`config.mk`:
```
export PLATFORM = sky130hd
export DESIGN_NAME = dds_channel_flat
export DESIGN_NICKNAME = d
export VERILOG_FILES = /design/src/rtl/dds_channel_pkg.sv /design/src/rtl/dds_channel_if.sv /design/src/rtl/dds_sample_ram.sv /design/src/rtl/dds_channel.sv /design/src/flat_wrapper.sv
export SDC_FILE = /design/constraint.sdc
export NUM_CORES = 2
export LEC_CHECK = 0
export BUFFER_PORTS_ARGS = -buffer_cell sky130_fd_sc_hd__buf_4
export CORE_ASPECT_RATIO = 0.9
export CORE_MARGIN = 1
export CORE_UTILIZATION = 45
export CTS_CLUSTER_SIZE = 28
export DETAILED_ROUTE_END_ITERATION = 8
export GPL_ROUTABILITY_DRIVEN = 0
export GPL_TIMING_DRIVEN = 0
export HOLD_SLACK_MARGIN = 0.12
export SYNTH_ARGS = -nofsm -noshare
export SYNTH_HDL_FRONTEND = slang
export SYNTH_SLANG_ARGS = --single-unit
```
`constraint.sdc`:
```
create_clock -name sys_clk_i -period 16.5 [get_ports sys_clk_i]
set_input_delay 1.65 -clock sys_clk_i [delete_from_list [all_inputs] [get_ports sys_clk_i]]
set_output_delay 1.65 -clock sys_clk_i [all_outputs]
set_load 0.01 [all_outputs]
```
`src/rtl/dds_channel_pkg.sv`:
```
// Shared widths, constants and the gain/offset/saturation datapath for the DDS playback channel.
package dds_channel_pkg;

   localparam int unsigned DATA_W     = 12;
   localparam int unsigned ADDR_W     = 8;
   localparam int unsigned DEPTH      = 1 << ADDR_W;
   localparam int unsigned GAIN_W     = 8;
   localparam int unsigned OFFS_W     = 13;
   localparam int unsigned GAIN_UNITY = 128;
   localparam int unsigned GAIN_SHIFT = 7;
   localparam int unsigned MIDSCALE   = 2048;
   localparam int unsigned DATA_MAX   = (1 << DATA_W) - 1;
   localparam int unsigned PROD_W     = 21;
   localparam int unsigned SUM_W      = 22;

   localparam logic [DATA_W-1:0] MID_CODE = DATA_W'(MIDSCALE);

   // Offset-binary sample -> signed, scale by gain/128, add DC offset, back to offset-binary, clamp.
   function automatic logic [DATA_W-1:0] scale_sample(input logic [DATA_W-1:0]        data,
                                                      input logic [GAIN_W-1:0]        gain,
                                                      input logic signed [OFFS_W-1:0] offset);
      logic signed [DATA_W:0]   s;
      logic signed [PROD_W-1:0] p;
      logic signed [PROD_W-1:0] q;
      logic signed [SUM_W-1:0]  r;
      s = $signed({1'b0, data}) - $signed((DATA_W+1)'(MIDSCALE));
      p = PROD_W'(s) * PROD_W'($signed({1'b0, gain}));
      q = p >>> GAIN_SHIFT;
      r = SUM_W'(q) + SUM_W'(offset) + $signed(SUM_W'(MIDSCALE));
      if (r[SUM_W-1])
         scale_sample = '0;
      else if (r > $signed(SUM_W'(DATA_MAX)))
         scale_sample = DATA_W'(DATA_MAX);
      else
         scale_sample = r[DATA_W-1:0];
   endfunction

endpackage

```
`src/rtl/dds_channel_if.sv`:
```
// Control, waveform-write and DAC-output signals of one DDS channel.
import dds_channel_pkg::*;

interface dds_channel_if;
   logic                     en_i;
   logic                     wc_tick_i;
   logic [ADDR_W-1:0]        len_i;
   logic [GAIN_W-1:0]        gain_i;
   logic signed [OFFS_W-1:0] offset_i;
   logic                     wr_en_i;
   logic [ADDR_W-1:0]        wr_addr_i;
   logic [DATA_W-1:0]        wr_data_i;
   logic [DATA_W-1:0]        dds_o;
   logic                     sample_vld_o;
   logic                     wrap_o;

   modport master (
      output en_i, wc_tick_i, len_i, gain_i, offset_i, wr_en_i, wr_addr_i, wr_data_i,
      input  dds_o, sample_vld_o, wrap_o
   );

   modport slave (
      input  en_i, wc_tick_i, len_i, gain_i, offset_i, wr_en_i, wr_addr_i, wr_data_i,
      output dds_o, sample_vld_o, wrap_o
   );
endinterface

```
`src/rtl/dds_sample_ram.sv`:
```
// Simple dual-port waveform RAM, synchronous read-first; shaped for block-RAM inference.
import dds_channel_pkg::*;

module dds_sample_ram (
   input  logic              clk,
   input  logic              wr_en_i,
   input  logic [ADDR_W-1:0] wr_addr_i,
   input  logic [DATA_W-1:0] wr_data_i,
   input  logic              rd_en_i,
   input  logic [ADDR_W-1:0] rd_addr_i,
   output logic [DATA_W-1:0] rd_data_o
);

   logic [DATA_W-1:0] mem [DEPTH];
   logic [DATA_W-1:0] rd_data_q;

   // Non-blocking write means a same-address read returns the old word.
   always_ff @(posedge clk) begin
      if (wr_en_i) mem[wr_addr_i] <= wr_data_i;
      if (rd_en_i) rd_data_q <= mem[rd_addr_i];
   end

   assign rd_data_o = rd_data_q;

endmodule

```
`src/rtl/dds_channel.sv`:
```
// One DDS playback channel: tick-driven address counter, RAM read, gain/offset/saturate, DAC register.
import dds_channel_pkg::*;

module dds_channel (
   input  logic       sys_clk_i,
   input  logic       sys_rst_i,
   dds_channel_if.slave bus
);

   logic [ADDR_W-1:0] addr_q, addr_d;
   logic              wrap_q, wrap_d;
   logic              vld1_q, vld1_d;
   logic              vld2_q, vld2_d;
   logic [DATA_W-1:0] res2_q, res2_d;
   logic [DATA_W-1:0] dds_q, dds_d;
   logic              svld_q, svld_d;
   logic              rd_en_c;
   logic [DATA_W-1:0] rd_data;

   assign rd_en_c = bus.en_i & bus.wc_tick_i;

   dds_sample_ram u_ram (
      .clk       (sys_clk_i),
      .wr_en_i   (bus.wr_en_i),
      .wr_addr_i (bus.wr_addr_i),
      .wr_data_i (bus.wr_data_i),
      .rd_en_i   (rd_en_c),
      .rd_addr_i (addr_q),
      .rd_data_o (rd_data)
   );

   // S1 = RAM read, S2 = scaled result, S3 = DAC code; disabling flushes the pipe.
   always_comb begin
      addr_d = addr_q;
      wrap_d = 1'b0;
      vld1_d = 1'b0;
      vld2_d = vld1_q;
      res2_d = res2_q;
      dds_d  = dds_q;
      svld_d = vld2_q;
      if (!bus.en_i) begin
         addr_d = '0;
         vld2_d = 1'b0;
         dds_d  = MID_CODE;
         svld_d = 1'b0;
      end else begin
         if (bus.wc_tick_i) begin
            vld1_d = 1'b1;
            // '>=' also catches len_i shrunk below the current address.
            if (addr_q >= bus.len_i) begin
               addr_d = '0;
               wrap_d = 1'b1;
            end else begin
               addr_d = addr_q + 1'b1;
            end
         end
         if (vld1_q) res2_d = scale_sample(rd_data, bus.gain_i, bus.offset_i);
         if (vld2_q) dds_d = res2_q;
      end
   end

   always_ff @(posedge sys_clk_i or negedge sys_rst_i) begin
      if (!sys_rst_i) begin
         addr_q <= '0;
         wrap_q <= 1'b0;
         vld1_q <= 1'b0;
         vld2_q <= 1'b0;
         res2_q <= MID_CODE;
         dds_q  <= MID_CODE;
         svld_q <= 1'b0;
      end else begin
         addr_q <= addr_d;
         wrap_q <= wrap_d;
         vld1_q <= vld1_d;
         vld2_q <= vld2_d;
         res2_q <= res2_d;
         dds_q  <= dds_d;
         svld_q <= svld_d;
      end
   end

   assign bus.dds_o        = dds_q;
   assign bus.sample_vld_o = svld_q;
   assign bus.wrap_o       = wrap_q;

endmodule

```
`src/flat_wrapper.sv`:
```
// flat-port wrapper written by rule: the top's interface ports become plain ports
module dds_channel_flat 
  (sys_clk_i, sys_rst_i, bus_en_i, bus_wc_tick_i, bus_len_i, bus_gain_i, bus_offset_i, bus_wr_en_i, bus_wr_addr_i, bus_wr_data_i, bus_dds_o, bus_sample_vld_o, bus_wrap_o);
  dds_channel_if bus_i ();
  input  logic sys_clk_i;
  input  logic sys_rst_i;
  input wire logic [$bits(bus_i.en_i)-1:0] bus_en_i;
  input wire logic [$bits(bus_i.wc_tick_i)-1:0] bus_wc_tick_i;
  input wire logic [$bits(bus_i.len_i)-1:0] bus_len_i;
  input wire logic [$bits(bus_i.gain_i)-1:0] bus_gain_i;
  input wire logic [$bits(bus_i.offset_i)-1:0] bus_offset_i;
  input wire logic [$bits(bus_i.wr_en_i)-1:0] bus_wr_en_i;
  input wire logic [$bits(bus_i.wr_addr_i)-1:0] bus_wr_addr_i;
  input wire logic [$bits(bus_i.wr_data_i)-1:0] bus_wr_data_i;
  output wire logic [$bits(bus_i.dds_o)-1:0] bus_dds_o;
  output wire logic [$bits(bus_i.sample_vld_o)-1:0] bus_sample_vld_o;
  output wire logic [$bits(bus_i.wrap_o)-1:0] bus_wrap_o;
  assign bus_i.en_i = bus_en_i;
  assign bus_i.wc_tick_i = bus_wc_tick_i;
  assign bus_i.len_i = bus_len_i;
  assign bus_i.gain_i = bus_gain_i;
  assign bus_i.offset_i = bus_offset_i;
  assign bus_i.wr_en_i = bus_wr_en_i;
  assign bus_i.wr_addr_i = bus_wr_addr_i;
  assign bus_i.wr_data_i = bus_wr_data_i;
  assign bus_dds_o = bus_i.dds_o;
  assign bus_sample_vld_o = bus_i.sample_vld_o;
  assign bus_wrap_o = bus_i.wrap_o;
  dds_channel u_core (.sys_clk_i(sys_clk_i), .sys_rst_i(sys_rst_i), .bus(bus_i));
endmodule
```
==> flow_summary.toml <==
[status]
outcome = "finished, violations left"
violations = "max-capacitance violations, max-slew violations"

[logic_synthesis]
synthesis.instances = 5368
yosysSeqAreaShare = 0.7557
synth_flop_cell = "edfxtp_1"
synth_edf_count = 3084
syn_area_sq_mm = 0.1237
synth_nets = 5565
async_flop_share = 0.01154
ys_seq_elements = 3120
avgSynthCellArea_sq_um = 23.05
synth_cell_types = 49
ys_warn_count = 0

[detailed_routing]
drt-initial-drc-count = 8549
first_pass_iters = 5
drc = 0
vias_per_cell = 6.191
dr_total_vias = 59654
ant_nets = 0
wl_per_cell_um = 35.40
drt_wl_total_mm = 341.1

[timing]
max_slew_margin = -0.09611
period_share = 0.5303
fmax_mhz = 114.3
finalSetupTns_ps = 0
finalHoldViolations = 0
clock_skew_ps = 55.24
rsz0062_at_grt = "no"
worst_pin_slew_ps = 1644
fin_crit_ps = 8750
setup_viol = 0
setup_slack_ps = 7750
report.final.slew_viol_count = 22

[power]
power_frac_comb = 0.132
power_leakage_uw = 0.04298
swShare = 0.2458
p_switching_uw = 4519
pwr-share-seq = 0.477
vdd_ir_drop_max_uv = 144.0
clkPwrFrac = 0.392
power.density_mw_per_mm2 = 131.2
internal-power_uw = 13870

[clock_network]
cts_num_sinks = 3120
path_clk_slew_ps = 60
clockBufferDepth = 4
clk_latency_ps = 900
cts_resized = 0
postCtsSetupBuffers = 0
cts_tree = "built"
cts_root_buf = "clkbuf_16"
cts.htree.levels = 5
hold_buffers = 0
cts_made_buffers = 316

[critical_path]
cp_max_fo = 10
worst_path_most_repeated_cell = "ha_1"
critPathKind = "input port to flip-flop"
startpoint = "bus_gain_i[0]"
end_kind = "flip-flop"
rr_startpoint = "u_core.u_ram.rd_data_o[5]"
slowest_delay_ps = 550
start_kind = "input port"
cpMaxStageDelayCell = "fa_1"
cp.arrival_ps = 9480
critPathRequiredTime_ps = 17230

[placed_design]
dpl_worst_slack_ps = 6913
io_buffers = 62
place_inst = 9052
dp_hpwl_mm = 225.6
post_dp_cell_area_sq_mm = 0.1296

[min_path]
min_from = "u_core.bus.dds_o[0]"
hold_path.class = "flip-flop to flip-flop"

[die]
die_area_sq_mm = 0.2771
chipWidth_um = 554.8
initial_core_util = 0.4528
num_io_pins = 68
fp.dieH_um = 499.5
core_region_area_sq_mm = 0.2733
row_count = 182

[global_route]
grt_pass1_wl_mm = 471.6
grt_max_degree = 185
track_usage = 0.2466
grt-ovfl-total = 0
antenna_found_initial = 34
grt-busiest-layer = "met2"
grtUsageMet3 = 0.04228
grt_use_met1 = 0.3572
grtUsageMet2 = 0.3815
grt_pass1_vias = 58995

[layout]
most-common-layout-cells = "3084 x edfxtp_1, 1008 x mux4_2, 321 x clkbuf_16, 234 x nor2_1, 211 x clkbuf_1"
drive_gt1_frac = 0.2861
final_common_cell = "edfxtp_1"
finalNonFillerCells = 9635
syn2layout_area_growth_pct = 13.23
finalCoreUtilization = 0.5127
fin_area_sq_mm = 0.1401
finalNetCount = 5988

[flow_run]
drv_cap = 2
per-stage QoR:
step / hold WS (ps) / power, uW
floorplan: 504.0 / 10510
global placement: 533.8 / 11300
detailed placement: 533.5 / 11340
CTS: 550.7 / 18450
global route: 571.3 / 18940
finish: 547.0 / 18390
flip-flops by register name, indices dropped and copies added (netlist names):
register / cells
u_core.u_ram.rd_data_o: 12
u_core.bus.wrap_o: 1
u_core.vld2_q: 1
u_core.u_ram.mem: 3072
u_core.vld1_q: 1
u_core.bus.sample_vld_o: 1
u_core.bus.dds_o: 12
u_core.addr_q: 8
u_core.res2_q: 12
synthesized netlist by cell type, drive strengths merged (3+ instances only):
cell / count / area [sq um]
inv: 124 / 465.5
o21bai: 5 / 37.54
o21ai: 13 / 65.06
a211o: 5 / 43.79
nand2: 84 / 315.3
nor2b: 29 / 181.4
a22oi: 24 / 180.2
nor3: 8 / 45.04
a21o: 12 / 90.09
and2: 53 / 331.6
dfrtp: 34 / 850.8
xnor2: 17 / 148.9
ha: 65 / 813.3
nand3: 30 / 150.1
nor2: 282 / 1059
fa: 78 / 1562
mux4: 1008 / 22700
a21oi: 40 / 200.2
clkbuf: 175 / 656.9
nand4: 10 / 62.56
buf: 115 / 543.0
o21a: 7 / 52.55
a2111oi: 3 / 26.28
xor2: 10 / 87.58
mux2i: 12 / 120.1
edfxtp: 3084 / 92610
nor3b: 3 / 22.52
nand2b: 11 / 68.82
cell type report:
| class | count | area [sq um] |
|---|---|---|
| repair buffers | 105 | 1401 |
| flip-flops and latches | 3120 | 93510 |
| plain buffers | 290 | 1249 |
| well taps | 3588 | 4489 |
| fillers | 21249 | 133200 |
| inverters | 124 | 465.4 |
| clock inverters | 174 | 1982 |
| multi-input cells | 1834 | 28690 |
| diodes | 11 | 27.53 |
| clock buffers | 389 | 8298 |
routing by layer:
| metal | wire [um] | part of all wire |
|---|---|---|
| met5 | 60 | 0.00018 |
| met4 | 12340 | 0.036 |
| met3 | 29690 | 0.087 |
| met2 | 159900 | 0.47 |
| met1 | 139100 | 0.41 |
critical path, delay by kind of cell:
family / cells / cell delay, ps
simple gates: 7 / 1190
buf+inv: 6 / 920
compound gates: 10 / 2390
fa+ha+maj: 8 / 2970
xor+xnor: 1 / 360
final timing paths:
kind | to | slack [ps] | cells past startpoint
worst max-delay path | u_core.res2_q[8] | 7750 | 32
max in group asynchronous | u_core.res2_q[11] | 15370 | 1
min in group asynchronous | u_core.addr_q[4] | 770 | 1
worst min-delay path | u_core.bus.dds_o[0] | 550 | 2
worst max register to register | u_core.res2_q[8] | 8510 | 30
worst min register to register | u_core.bus.dds_o[0] | 550 | 2
power by group through the flow:
stage	clock network, uW	logic (uW)	registers [uW]
after floorplan	0	1580	8930
after global placement	0	2350	8950
after detailed placement	0	2410	8930
after CTS	7260	2430	8760
after global routing	7540	2640	8760
final	7200	2420	8760
kinds of logic after synthesis:
logic type,after synthesis,synth area share
flip-flops,3120,0.7557
multiplexers,1020,0.1844
AND/OR/NAND/NOR,521,0.01877
buffers and inverters,414,0.01346
adder cells (fa/ha/maj),143,0.01919
AO/OA/AOI/OAI,123,0.006562
XOR/XNOR,27,0.001911
Power figures use the tool's default switching activity.
